==> config.mk <==
export PLATFORM = sky130hd
export DESIGN_NAME = pc_update
export DESIGN_NICKNAME = d
export VERILOG_FILES = /design/src/rtl/pc_update.sv
export SDC_FILE = /design/constraint.sdc
export NUM_CORES = 1
export LEC_CHECK = 0
export CAP_MARGIN = 0
export CORE_ASPECT_RATIO = 2
export CORE_UTILIZATION = 52
export DETAILED_ROUTE_END_ITERATION = 16
export PLACE_DENSITY = 0.87
export SKIP_CTS_REPAIR_TIMING = 1
export SLEW_MARGIN = 5
export SYNTH_ARGS = -nofsm -noshare
export SYNTH_HDL_FRONTEND = slang
export SYNTH_SLANG_ARGS = --single-unit
==> constraint.sdc <==
create_clock -name clk -period 5.2 [get_ports clk]
set_clock_uncertainty 0.15 [all_clocks]
set_input_delay 1.56 -clock clk [delete_from_list [all_inputs] [get_ports clk]]
set_output_delay 1.56 -clock clk [all_outputs]
set_load 0.02 [all_outputs]
==> src/rtl/pc_update.sv <==
// Program-counter stage: holds the architectural PC, issues fetch
// requests to the IFU and advances on each instruction commit.
module pc_update #(
   parameter int unsigned         XLEN     = 32,
   parameter logic [XLEN-1:0]     RESET_PC = 32'h8000_0000,
   parameter int unsigned         CNT_W    = 64
) (
   input  logic             clk,
   input  logic             rst_n,
   input  logic             PCAsrc,
   input  logic             PCBsrc,
   input  logic [XLEN-1:0]  imm,
   input  logic [XLEN-1:0]  rs1_data,
   input  logic             commit_valid,
   input  logic             trap_valid,
   input  logic [XLEN-1:0]  trap_target,
   input  logic             halt_req,
   output logic             ifu_req_valid,
   input  logic             ifu_req_ready,
   output logic [XLEN-1:0]  pc,
   output logic             misalign_exc,
   output logic             halted,
   output logic [CNT_W-1:0] retire_cnt
);

   typedef enum logic [1:0] {
      BOOT,
      FETCH,
      EXEC,
      HALT
   } state_t;

   localparam logic [XLEN-1:0]  FOUR = XLEN'(4);
   localparam logic [CNT_W-1:0] ONE  = CNT_W'(1);

   state_t          state;
   logic [XLEN-1:0] op_a;
   logic [XLEN-1:0] op_b;
   logic [XLEN-1:0] sum;
   logic [XLEN-1:0] npc;
   logic            npc_bad;

   // jalr clears bit 0 before the alignment check
   always_comb begin
      op_a    = PCAsrc ? imm : FOUR;
      op_b    = PCBsrc ? rs1_data : pc;
      sum     = op_a + op_b;
      npc     = {sum[XLEN-1:1], sum[0] & ~PCBsrc};
      npc_bad = |npc[1:0];
   end

   always_ff @(posedge clk or negedge rst_n) begin
      if (!rst_n) begin
         state         <= BOOT;
         pc            <= RESET_PC;
         ifu_req_valid <= 1'b0;
         misalign_exc  <= 1'b0;
         halted        <= 1'b0;
         retire_cnt    <= '0;
      end else begin
         misalign_exc <= 1'b0;
         unique case (state)
            BOOT: begin
               state         <= FETCH;
               ifu_req_valid <= 1'b1;
            end
            FETCH: begin
               if (ifu_req_ready) begin
                  state         <= EXEC;
                  ifu_req_valid <= 1'b0;
               end
            end
            EXEC: begin
               if (commit_valid) begin
                  retire_cnt <= retire_cnt + ONE;
                  if (trap_valid) begin
                     pc            <= trap_target;
                     state         <= FETCH;
                     ifu_req_valid <= 1'b1;
                  end else if (halt_req) begin
                     halted <= 1'b1;
                     state  <= HALT;
                  end else if (npc_bad) begin
                     misalign_exc <= 1'b1;
                     halted       <= 1'b1;
                     state        <= HALT;
                  end else begin
                     pc            <= npc;
                     state         <= FETCH;
                     ifu_req_valid <= 1'b1;
                  end
               end
            end
            HALT: begin
               halted        <= 1'b1;
               ifu_req_valid <= 1'b0;
            end
            default: begin
               state         <= BOOT;
               ifu_req_valid <= 1'b0;
            end
         endcase
      end
   end

endmodule

# Word-level counts from Yosys, hierarchy flattened
# Index checks and enable logic that the tools add are counted.
# classes
eq_ne,11
muxes,27
add_sub_neg,2
bitwise,2
n_reduce_logical,9
# ops
operator,count
$mux 32,5
$add 64x1->64 const B,1
$add 32x32->32,1
$mux 1,14
$reduce_and 4->1,3
$mux 2,5
$ne 2x2->1 const B,5
$ne 3x3->1 const B,3
$pmux 2 s3,1
$eq 2x2->1 const B,2
$pmux 1 s4,1
$reduce_and 3->1,1
$reduce_bool 3->1,1
$eq 2x1->1 const B,1
$logic_not 2->1,1
$pmux 1 s2,1
$reduce_and 2->1,1
$reduce_bool 2->1,1
$reduce_or 2->1,1
$and 1x1->1,1
$not 1->1,1
# word_totals
output_inout_bits,99
ff_bits,101
word_cells,57
inputBits,104

# Depth between registers and ports, before layout
# depth
depth_word,9
ltp_mapped,13
mapped_depth_nobuf,11

# Worst setup path after synthesis
# No wires, ideal clock.
# synth_path
path_kind,in2reg
startpoint,input PCBsrc
endpoint,register pc[29]
path_buffers,3
required_ns,4.918
cell_stages,13
setup_ns,0.132
t_arrival_ns,4.244
slack_ns,0.674
path_cell_list,clkbuf_1 clkbuf_1 mux2_2 ha_1 buf_2 nand2_1 o21a_1 or3_4 o311ai_4 o31ai_4 o41ai_2 xnor2_1 o21ai_1
# synth_between
elab_chain_len,6
word_cells_on_any_way,10
cone_classes,add/sub: 1; eq/ne: 1; mux: 4; bitwise: 2; reduce/logical: 2
# synth_rtl
item,line,rtl
from (decl),11,"input logic PCBsrc,"
$mux 32,46,op_b = PCBsrc ? rs1_data : pc;
$add 32x32->32,47,sum = op_a + op_b;
$and 1x1->1,48,"npc = {sum[XLEN-1:1], sum[0] & ~PCBsrc};"
$reduce_or 2->1,49,npc_bad = |npc[1:0];
$ne 2x2->1 (no line),n/a,
$reduce_and 4->1 (no line),n/a,
to (signal assigned),77,pc <= trap_target;
to (signal assigned),88,pc <= npc;
to (decl),20,"output logic [XLEN-1:0] pc,"
# Several ways; a longest one is shown, not always the timed one. The select of a mux whose other input is x is not followed.
# A chain may end at the register's enable or synchronous reset.

# Worst setup path in the final report
# Ends and elaborated chain as after synthesis.

==> results.py <==
metrics = {
    "yosys": {
        "synth_edf_count": 0,
        "muxShareOfSynthArea_pct": 5.73,
        "yosysSeqAreaShare_pct": 37.1,
        "synth-simple-area-share_pct": 21.1,
        "synthFlopType": "dfrtp_1",
        "ys_types": 60,
        "netlist_instances": 745,
        "synth-seq-cells": 101,
        "avgSynthCellArea_um2": 9.15,
        "synth-compound-area-share_pct": 15.2,
        "synth_xor_xnor_area_share_pct": 12.0,
        "syn-num-nets": 885,
        "yosys.area_share.adder_pct": 6.72,
        "synth_area_um2": 6820,
        "async_flop_share_pct": 100,
        "synth_warnings": 0,
        "synth_top_family_by_area": "simple AND/OR/NAND/NOR gates",
    },
    "worst_setup_path": {
        "r2r_end": "pc[10]$_DFFE_PN0P_",
        "crit_chain": "clkdlybuf4s50_1 -> buf_4 -> mux2_2 -> ha_1 -> and4_1 -> nand2_2 -> o311ai_4 -> o31ai_4 -> o41ai_2 -> xnor2_1 -> o21ai_1",
        "timing.rr.start": "pc[0]$_DFFE_PN0P_",
        "crit_arrival_ns": 4.85,
        "crit_slowest_cell": "clkdlybuf4s50_1",
        "rr_worst_depth": 11,
        "cp_top_family": "compound AO/OA/AOI/OAI gates",
        "crit_path_end_kind": "register",
        "reg2reg_slack_ns": 2.16,
        "cp.depth": 11,
        "worst_path_largest_cell_delay_ns": 0.71,
        "cp-start-kind": "input pin",
        "timing.critical_path.buf_inv": 2,
        "crit_end": "pc[29]$_DFFE_PN0P_",
        "startpoint": "PCBsrc",
        "worst_ep_required_time_ns": 5.27,
        "crit_path_max_fanout": 8,
        "worstSetupPathType": "in -> reg",
    },
    "min_path": {
        "min_path_type": "reg -> reg",
    },
    "cts": {
        "cts_sinks": 101,
        "root_buffer": "clkbuf_16",
        "cts_tree": "yes",
        "clock_path_buffers": 2,
        "clk_pin_slew_ns": 0.07,
        "htreeDepth": 3,
        "clk_latency_ns": 0.34,
        "numCtsBuffers": 9,
    },
    "timing": {
        "finalCriticalPeriod_ns": 4.78,
        "hold_violations": 0,
        "rsz0062_at_grt": "no",
        "fin_tns_setup_ns": 0,
        "post-route-period-util_pct": 91.9,
        "fmax_mhz": 209,
        "slew_headroom_pct": 38.8,
        "slew_viol_final": 0,
        "setup_ws_ns": 0.421,
        "setup_violations": 0,
        "tightest_slew_ns": 0.918,
    },
    "drt": {
        "routedWlPerCell_um": 18.4,
        "ant_nets": 0,
        "drcViolationCount": 0,
        "routed_wl_um": 20400,
        "firstDrtPassIters": 4,
        "vias": 6481,
        "drt_iter0_markers": 210,
        "avgViaCountPerCell": 5.84,
    },
    "final_layout": {
        "multiInputGateArea_um2": 4140,
        "utilization_pct": 73.9,
        "fin_nets": 1095,
        "drive_above_1_share_pct": 9.48,
        "fillers": 960,
        "area_delta_synth_final_pct": 37.7,
        "diodes": 0,
        "seq_area_um2": 2530,
    },
    "pwr": {
        "leakage_nw": 4.12,
        "intPower_mw": 2.01,
        "power.switching_mw": 1.30,
        "p_per_area_nw_per_um2": 353,
        "p_seq_share_pct": 32.6,
        "pwr-share-comb_pct": 47.5,
        "ir_worst_vdd_mv": 0.282,
        "switching_share_pct": 39.2,
        "clkPwrFrac_pct": 19.9,
    },
    "floorplanning": {
        "coreArea_um2": 12700,
        "dieHeight_um": 164,
        "dieArea_um2": 13600,
        "initial_core_util_pct": 53.7,
        "core.rowCount": 58,
        "die_w_um": 83.0,
        "ios": 203,
    },
    "grt": {
        "grt_pass1_vias": 6792,
        "grt-ovfl-total": 0,
        "grt_antenna_before_repair": 0,
        "grt_pass1_wl_um": 32900,
        "grt_max_degree": 70,
        "grt_use_total_pct": 30.7,
    },
    "run": {
        "maxCapViolCount": 0,
    },
    "placement": {
        "globalplace.congestion": 1.00,
        "io_buffers": 202,
        "dp_hpwl_um": 16200,
        "dp_slack_ns": 0.152,
    },
    "outcome": {
        "run_status": "finished clean",
    },
}
==> worst min path at each step <==
stage	end	slack [ns]	cells past startpoint	start
CTS	retire_cnt[45]$_DFFE_PN0P_	0.34	1	retire_cnt[45]$_DFFE_PN0P_
global placement	retire_cnt[63]$_DFFE_PN0P_	0.31	1	retire_cnt[63]$_DFFE_PN0P_
detailed placement	retire_cnt[63]$_DFFE_PN0P_	0.33	1	retire_cnt[63]$_DFFE_PN0P_
finish	retire_cnt[45]$_DFFE_PN0P_	0.34	1	retire_cnt[45]$_DFFE_PN0P_
floorplan	state[0]$_DFFE_PN0P_	0.39	2	state[0]$_DFFE_PN0P_
global route	retire_cnt[45]$_DFFE_PN0P_	0.35	1	retire_cnt[45]$_DFFE_PN0P_
==> through the flow <==
stage	instances	area, um^2	total power [mW]	hold slack [ns]
global placement	1094	9090	2.62	0.312
floorplan	745	6820	2.00	0.387
detailed placement	1094	9090	2.64	0.329
global route	1110	9380	3.50	0.346
CTS	1110	9380	3.32	0.341
finish	1110	9380	3.31	0.337
==> synth_stat cells, types with 3 or more instances <==
cell type	n	area [um^2]
and2_1	34	213
xnor2_1	66	578
and3_2	3	22.5
a21o_1	14	105
inv_1	14	52.6
a21oi_1	61	305
ha_1	35	438
nand2_1	76	285
a31oi_1	4	25.0
nor2_1	56	210
nor3_1	6	30.0
mux2i_1	3	30.0
o21ai_0	38	190
o22ai_1	9	56.3
nand3b_1	3	22.5
and4_1	8	70.1
o21bai_1	4	30.0
xor2_1	27	236
a211oi_1	3	22.5
nand2b_1	4	25.0
nor4_1	3	18.8
o211ai_1	5	37.5
nand4_1	15	93.8
o21ai_1	4	20.0
o21a_1	9	67.6
mux2_2	32	360
dfrtp_1	100	2500
nand3_1	33	165
clkbuf_1	22	82.6
and3_1	19	119
==> cells in the final DEF, fill, tap and decap left out, drive strengths merged, types with 5 or more instances in the layout <==
cell type and instances:
buf 23, clkdlybuf4s50 200, a21oi 61, dfrtp 100
and4 8, nand4 15, xor2 27, o21ai 43
nor2 57, clkbuf 9, and2 34, mux2 32
inv 17, xnor2 66, nand2 79, o21a 9
o22ai 9, a21o 14, nand3 34, nor3 9
and3 22, o211ai 5, ha 35
==> layer usage <==
metal	share of wire (%)	GRT usage [%]
met3	4.5	4.17
met4	6.3	19.9
met5	0	0
met1	34	30.5
met2	56	58.6
==> cells by family after synthesis <==
family,count (synthesis)
simple gates,276
buf+inv,38
mux,35
flops,101
xor+xnor,93
compound gates,166
fa+ha+maj,36
==> sequential cells by signal, indices dropped and copies added (netlist names) <==
| signal | flops |
|---|---|
| misalign_exc | 1 |
| retire_cnt | 64 |
| halted | 1 |
| ifu_req_valid | 1 |
| state | 2 |
| pc | 32 |
==> area by class of cell <==
class	count	share of cell area (%)
Clock buffer	9	2.40
Inverter	14	0.560
Multi-Input combinational cell	606	44.1
Tap cell	150	2.00
Sequential cell	101	27.0
Timing Repair Buffer	223	23.3
Clock inverter	7	0.720
==> power groups by stage <==
stage	Sequential (mW)	Clock, mW	Combinational [mW]
2_1_floorplan	1.22	0	0.779
3_3_place_gp	1.09	0	1.53
3_5_place_dp	1.09	0	1.55
4_1_cts	1.08	0.673	1.57
5_1_grt	1.10	0.703	1.70
6_report	1.08	0.658	1.57
Note: power is estimated with default switching activity, not from simulation.
